==> src/rtl/snd_pkg.sv <==
// rtl/snd_pkg.sv - shared command codes, response codes and fetch FSM encoding for the sound source path
package snd_pkg;

    localparam logic [1:0] CMD_STOP  = 2'b00;
    localparam logic [1:0] CMD_PLAY  = 2'b01;
    localparam logic [1:0] CMD_CLEAR = 2'b11;

    localparam logic [1:0] RESP_OKAY = 2'b00;

    typedef enum logic [1:0] {
        ST_IDLE = 2'd0,
        ST_AR   = 2'd1,
        ST_RD   = 2'd2
    } fetch_state_e;

endpackage

==> src/rtl/snd_srcfetch_burst.sv <==
// rtl/snd_srcfetch_burst.sv - next burst size: min(remaining words, BURST_LEN, words to the next 4 KB boundary)
module snd_srcfetch_burst #(
    parameter int BURST_LEN = 16
) (
    input  logic [9:0]  word_ofs_i,
    input  logic [29:0] rem_words_i,
    output logic [8:0]  beats_o,
    output logic [7:0]  arlen_o
);

    localparam logic [10:0] BURST_W = 11'(BURST_LEN);

    logic [10:0] to_bnd;
    logic [10:0] lim;

    always_comb begin
        // word_ofs_i is the word index within the current 4 KB page
        to_bnd  = 11'd1024 - {1'b0, word_ofs_i};
        lim     = (to_bnd < BURST_W) ? to_bnd : BURST_W;
        beats_o = (rem_words_i < {19'd0, lim}) ? rem_words_i[8:0] : lim[8:0];
        arlen_o = 8'(beats_o - 9'd1);
    end

endmodule

==> src/rtl/snd_srcfetch.sv <==
// rtl/snd_srcfetch.sv - AXI4 read master streaming stereo samples into srcBUF; SND_SRCFETCH_LOOP_EN selects looped playback
module snd_srcfetch
    import snd_pkg::*;
#(
    parameter int BURST_LEN = 16,
    parameter int ADDR_W    = 32
) (
    input  logic              ACLK,
    input  logic              ARST,
    input  logic [1:0]        COMMAND,
    input  logic [ADDR_W-1:0] START_ADDR,
    input  logic [31:0]       DATA_BYTES,
    output logic [ADDR_W-1:0] ARADDR,
    output logic [7:0]        ARLEN,
    output logic              ARVALID,
    input  logic              ARREADY,
    input  logic [31:0]       RDATA,
    input  logic [1:0]        RRESP,
    input  logic              RLAST,
    input  logic              RVALID,
    output logic              RREADY,
    input  logic              srcBUF_WREADY,
    output logic              srcBUF_WR,
    output logic [31:0]       srcBUF_DIN,
    output logic              BUSY,
    output logic              DONE,
    output logic              ERR
);

    fetch_state_e      state_q, state_d;
    logic [1:0]        com_q;
    logic [ADDR_W-1:0] ptr_q, ptr_d;
    logic [ADDR_W-1:0] base_q, base_d;
    logic [ADDR_W-1:0] araddr_q, araddr_d;
    logic [31:0]       rem_q, rem_d;
    logic [31:0]       len_q, len_d;
    logic [7:0]        arlen_q, arlen_d;
    logic [8:0]        beats_q, beats_d;
    logic              done_q, done_d;
    logic              err_q, err_d;
    logic              clrp_q, clrp_d;

    logic [8:0]        nb_beats;
    logic [7:0]        nb_arlen;
    logic              clr_cmd;
    logic              play_cmd;
    logic              wr;

    assign clr_cmd  = (com_q == CMD_CLEAR);
    assign play_cmd = (com_q == CMD_PLAY);

    snd_srcfetch_burst #(
        .BURST_LEN (BURST_LEN)
    ) u_burst (
        .word_ofs_i  (ptr_q[11:2]),
        .rem_words_i (rem_q[31:2]),
        .beats_o     (nb_beats),
        .arlen_o     (nb_arlen)
    );

    always_comb begin
        state_d  = state_q;
        ptr_d    = ptr_q;
        base_d   = base_q;
        araddr_d = araddr_q;
        rem_d    = rem_q;
        len_d    = len_q;
        arlen_d  = arlen_q;
        beats_d  = beats_q;
        done_d   = done_q;
        err_d    = err_q;
        clrp_d   = clrp_q;
        wr       = 1'b0;

        // Stream bounds are only re-sampled on a clear command
        if (clr_cmd) begin
            base_d = START_ADDR;
            len_d  = DATA_BYTES;
        end

        case (state_q)
            ST_IDLE: begin
                if (clr_cmd) begin
                    ptr_d  = START_ADDR;
                    rem_d  = DATA_BYTES;
                    done_d = 1'b0;
                    err_d  = 1'b0;
                    clrp_d = 1'b0;
                end else if (rem_q == 32'd0) begin
`ifdef SND_SRCFETCH_LOOP_EN
                    ptr_d = base_q;
                    rem_d = len_q;
`else
                    done_d = 1'b1;
`endif
                end else if (play_cmd && srcBUF_WREADY && !done_q) begin
                    state_d  = ST_AR;
                    araddr_d = ptr_q;
                    arlen_d  = nb_arlen;
                    beats_d  = nb_beats;
                end
            end
            ST_AR: begin
                if (clr_cmd) clrp_d = 1'b1;
                if (ARREADY) state_d = ST_RD;
            end
            ST_RD: begin
                if (clr_cmd) clrp_d = 1'b1;
                if (RVALID) begin
                    // A clear drains the burst without writing; error beats are still written
                    wr = !clrp_q && !clr_cmd;
                    if (RRESP != RESP_OKAY) err_d = 1'b1;
                    if (RLAST) begin
                        state_d = ST_IDLE;
                        if (clrp_q || clr_cmd) begin
                            ptr_d  = base_d;
                            rem_d  = len_d;
                            done_d = 1'b0;
                            err_d  = 1'b0;
                            clrp_d = 1'b0;
                        end else begin
                            ptr_d = ptr_q + ADDR_W'({beats_q, 2'b00});
                            rem_d = rem_q - {21'd0, beats_q, 2'b00};
                        end
                    end
                end
            end
            default: state_d = ST_IDLE;
        endcase
    end

    always_ff @(posedge ACLK) begin
        if (ARST) begin
            state_q  <= ST_IDLE;
            com_q    <= CMD_STOP;
            ptr_q    <= START_ADDR;
            base_q   <= START_ADDR;
            araddr_q <= '0;
            rem_q    <= DATA_BYTES;
            len_q    <= DATA_BYTES;
            arlen_q  <= '0;
            beats_q  <= '0;
            done_q   <= 1'b0;
            err_q    <= 1'b0;
            clrp_q   <= 1'b0;
        end else begin
            state_q  <= state_d;
            com_q    <= COMMAND;
            ptr_q    <= ptr_d;
            base_q   <= base_d;
            araddr_q <= araddr_d;
            rem_q    <= rem_d;
            len_q    <= len_d;
            arlen_q  <= arlen_d;
            beats_q  <= beats_d;
            done_q   <= done_d;
            err_q    <= err_d;
            clrp_q   <= clrp_d;
        end
    end

    assign ARADDR     = araddr_q;
    assign ARLEN      = arlen_q;
    assign ARVALID    = (state_q == ST_AR);
    assign RREADY     = (state_q == ST_RD);
    assign srcBUF_WR  = wr;
    assign srcBUF_DIN = wr ? RDATA : 32'd0;
    assign BUSY       = (state_q != ST_IDLE);
    assign DONE       = done_q;
    assign ERR        = err_q;

endmodule
==> config.mk <==
export PLATFORM = sky130hd
export DESIGN_NAME = snd_srcfetch
export DESIGN_NICKNAME = d
export VERILOG_FILES = /design/src/rtl/snd_pkg.sv /design/src/rtl/snd_srcfetch_burst.sv /design/src/rtl/snd_srcfetch.sv
export SDC_FILE = /design/constraint.sdc
export NUM_CORES = 1
export LEC_CHECK = 0
export CAP_MARGIN = 20
export CORE_MARGIN = 2
export CORE_UTILIZATION = 26
export CTS_BUF_LIST = sky130_fd_sc_hd__clkbuf_16
export DETAILED_ROUTE_END_ITERATION = 8
export PLACE_DENSITY = 0.54
export RECOVER_POWER = 100
export SLEW_MARGIN = 25
export SYNTH_ARGS = -nofsm -noshare
export SYNTH_HDL_FRONTEND = slang
export SYNTH_SLANG_ARGS = --single-unit
==> constraint.sdc <==
create_clock -name ACLK -period 9.03 [get_ports ACLK]
set_input_delay 2.709 -clock ACLK [delete_from_list [all_inputs] [get_ports ACLK]]
set_output_delay 2.709 -clock ACLK [all_outputs]
set_load 0.01 [all_outputs]
==> qor.yml <==
cpPeakStageDelay_ps: 2100
antenna_found_initial: 1
rsz0062_at_grt: "no"
post-route-util: 0.340
die_h_um: 199
design_power_total_uw: 1950
switching_share: 0.269
routedWlPerCell_um: 17.5
io_buffers: 183
synth.most_common_cell: "nand2_1"
drv_slew: 170
dpl.hpwl_um: 21200
finalWirelength_um: 30700
slew_headroom: -1.00
vdd_drop_max_mv: 0.148
path_buf_inv: 4
synth_cell_types: 71
cp.required_ps: 9180
die_width_um: 199
cts_buffers: 17
core-area_sq_um: 37600
fmax_mhz: 132
power_switching_uw: 525
diodes: 0
cts_setup_buffers: 0
clock_path_buffers: 2
cp_top_family: "buffers and inverters"
hp-class: "reg -> reg"
grt_max_degree: 75
seq_area_frac_synth: 0.437
cp-end-kind: "flip-flop"
setup_viol: 0
clkTransAtPathRegs_ps: 70
max_cap_viol_count: 3
ys_ff_latch: 184
overflow: 0
synthTopCellsByCount: "nand2_1 (134), dfxtp_1 (120), a21oi_1 (106)"
drive_gt1_frac: 0.108
grtUsageMet2: 0.252
fillCellCount: 3882
yosysWarnings: 0
status: "complete, but fails checks"
fin_skew_ps: 15.0
grt_pass1_wl_um: 46500
final_nets: 1372
synth_top_flop_cell: "dfxtp_1"
drtIter0Drc: 451
reg2reg_from: "ptr_q[3]"
synth_top_area_cell: "dfxtp_1"
ctsResizeCount: 0
drt-pass1-iter-count: 4
worstMarginPinSlew_ps: 3000
pwr-share-seq: 0.493
vias: 8546
clock_latency_ps: 450
p_int_uw: 1430
top_usage_layer: "met2"
hold_start: "ARADDR[13]"
async_reset_ff_frac: 0
netlist_instances: 1075
path_max_fanout: 62
finalHoldViolations: 0
critPathArrivalTime_ps: 7750
fin_crit_ps: 7600
hold_buffers: 0
post-route-period-util: 0.841
synth_area_sq_um: 9900
io_pins: 184
place_area_sq_um: 12200
grt.met3_usage: 0.0260
grt_usage: 0.153
holdWs_ps: 455
critPathKind: "in -> reg"
syn_area_per_cell_sq_um: 9.21
grt_pass1_vias: 8140
globalplace.congestion: 0.798
fin_setup_tns_ps: 0
clkPwrFrac: 0.381
combPwrFrac: 0.126
initial_core_util: 0.264
critPathLaunchType: "input pin"
synth_top_cell_area_share: 0.243
antenna_left: 0
critPathLaunch: "ARST"
power_density_nw_per_um2: 153
die_area_sq_um: 39700
drc: 0
synthToLayoutAreaGrowth_pct: 29.0
synth-edff-count: 64
synthTopCellsByArea: "dfxtp_1 (24%), edfxtp_1 (19%), mux2_2 (7.8%)"
grt_util_met1: 0.205
critPathMostFrequentCell: "buf_4"
cp_cell_sequence: "buf_2, clkbuf_1, a21oi_4, buf_4, and2_0, buf_4, and3_1, a21oi_1, o21ai_0"
violations: "max-capacitance violations, max-slew violations"
htreeDepth: 4
post-route-cell-area_sq_um: 12800
num_rows: 71
cts-root-buf: "clkbuf_16"
crit_slowest_cell: "clkbuf_1"
routed_via_density: 4.87
leakagePower_uw: 0.00484
clkSinkCount: 184
cts_tree: "done"
## stage by stage
stage               instances  setup WS, ps
CTS                      1756          1650
detailed placement       1724          1660
finish                   1756          1430
floorplan                1080          2940
global route             1756           883
global placement         1724          1750
## per-layer routing
layer | vias up | wire, um
met2 | 227 | 14000
met1 | 4125 | 14500
met5 | - | 0
met4 | 0 | 439
li1 | 4172 | -
met3 | 22 | 1700
## registers in the layout, summed over array words and instances, names as in the netlist, 2 cells and up
signal and flops:
ptr_q 32, rem_q 32, com_q 2, ARADDR 32, ARLEN 8, base_q 32, state_q 2, beats_q 9
len_q 32
## final cells by class
class	instances	area (sq um)	area share
Inverter	27	103	0.00803
Multi-Input combinational cell	807	5230	0.410
Clock inverter	14	110	0.00862
Tap cell	511	639	0.0501
Timing Repair Buffer	195	1910	0.150
Sequential cell	184	4330	0.339
Clock buffer	18	450	0.0353
## worst paths after layout
path / to / slack (ps) / cells after the start
max reg2reg: ARLEN[6] / 3550 / 19
max: rem_q[13] / 1430 / 9
min: ARADDR[13] / 460 / 2
min reg2reg: ARADDR[13] / 460 / 2
## power groups by stage
stage	Sequential, uW	Combinational (uW)	Clock (uW)
detailed placement	981	250	0
global placement	978	246	0
CTS	961	251	765
global route	971	270	793
floorplan	969	143	0
finish	962	245	744
## cell usage in the layout, fill, tap and decap left out, drive strengths merged, types with 17 or more instances in the layout
cell type,synthesis,layout
nand2,134,134
clkdlybuf4s50,0,121
dfxtp,120,120
a21oi,106,106
nor2,71,71
mux2,69,69
edfxtp,64,64
dlygate4sd3,0,61
o21ai,48,48
and3,39,39
inv,27,37
and2,36,36
nor3,34,34
nand3,33,33
ha,32,32
o22ai,24,24
xnor2,21,21
xor2,20,20
clkbuf,47,20
mux2i,17,17
## worst min-delay path: cells and delay by family, from the launching register on
kind / cells / cell delay (ps)
flops: 1 / 310
simple gates: 1 / 50
compound gates: 1 / 50
## kinds of logic after synthesis
kind of cell / synth area share
buffers and inverters: 0.0371
other: 0.000379
AOI/OAI and AO/OA: 0.142
and+or+nand+nor: 0.208
DFF: 0.437
xor gates and xnor gates: 0.0363
adders and majority gates: 0.0445
muxes: 0.0956
Note: power is estimated with default switching activity, not from simulation.
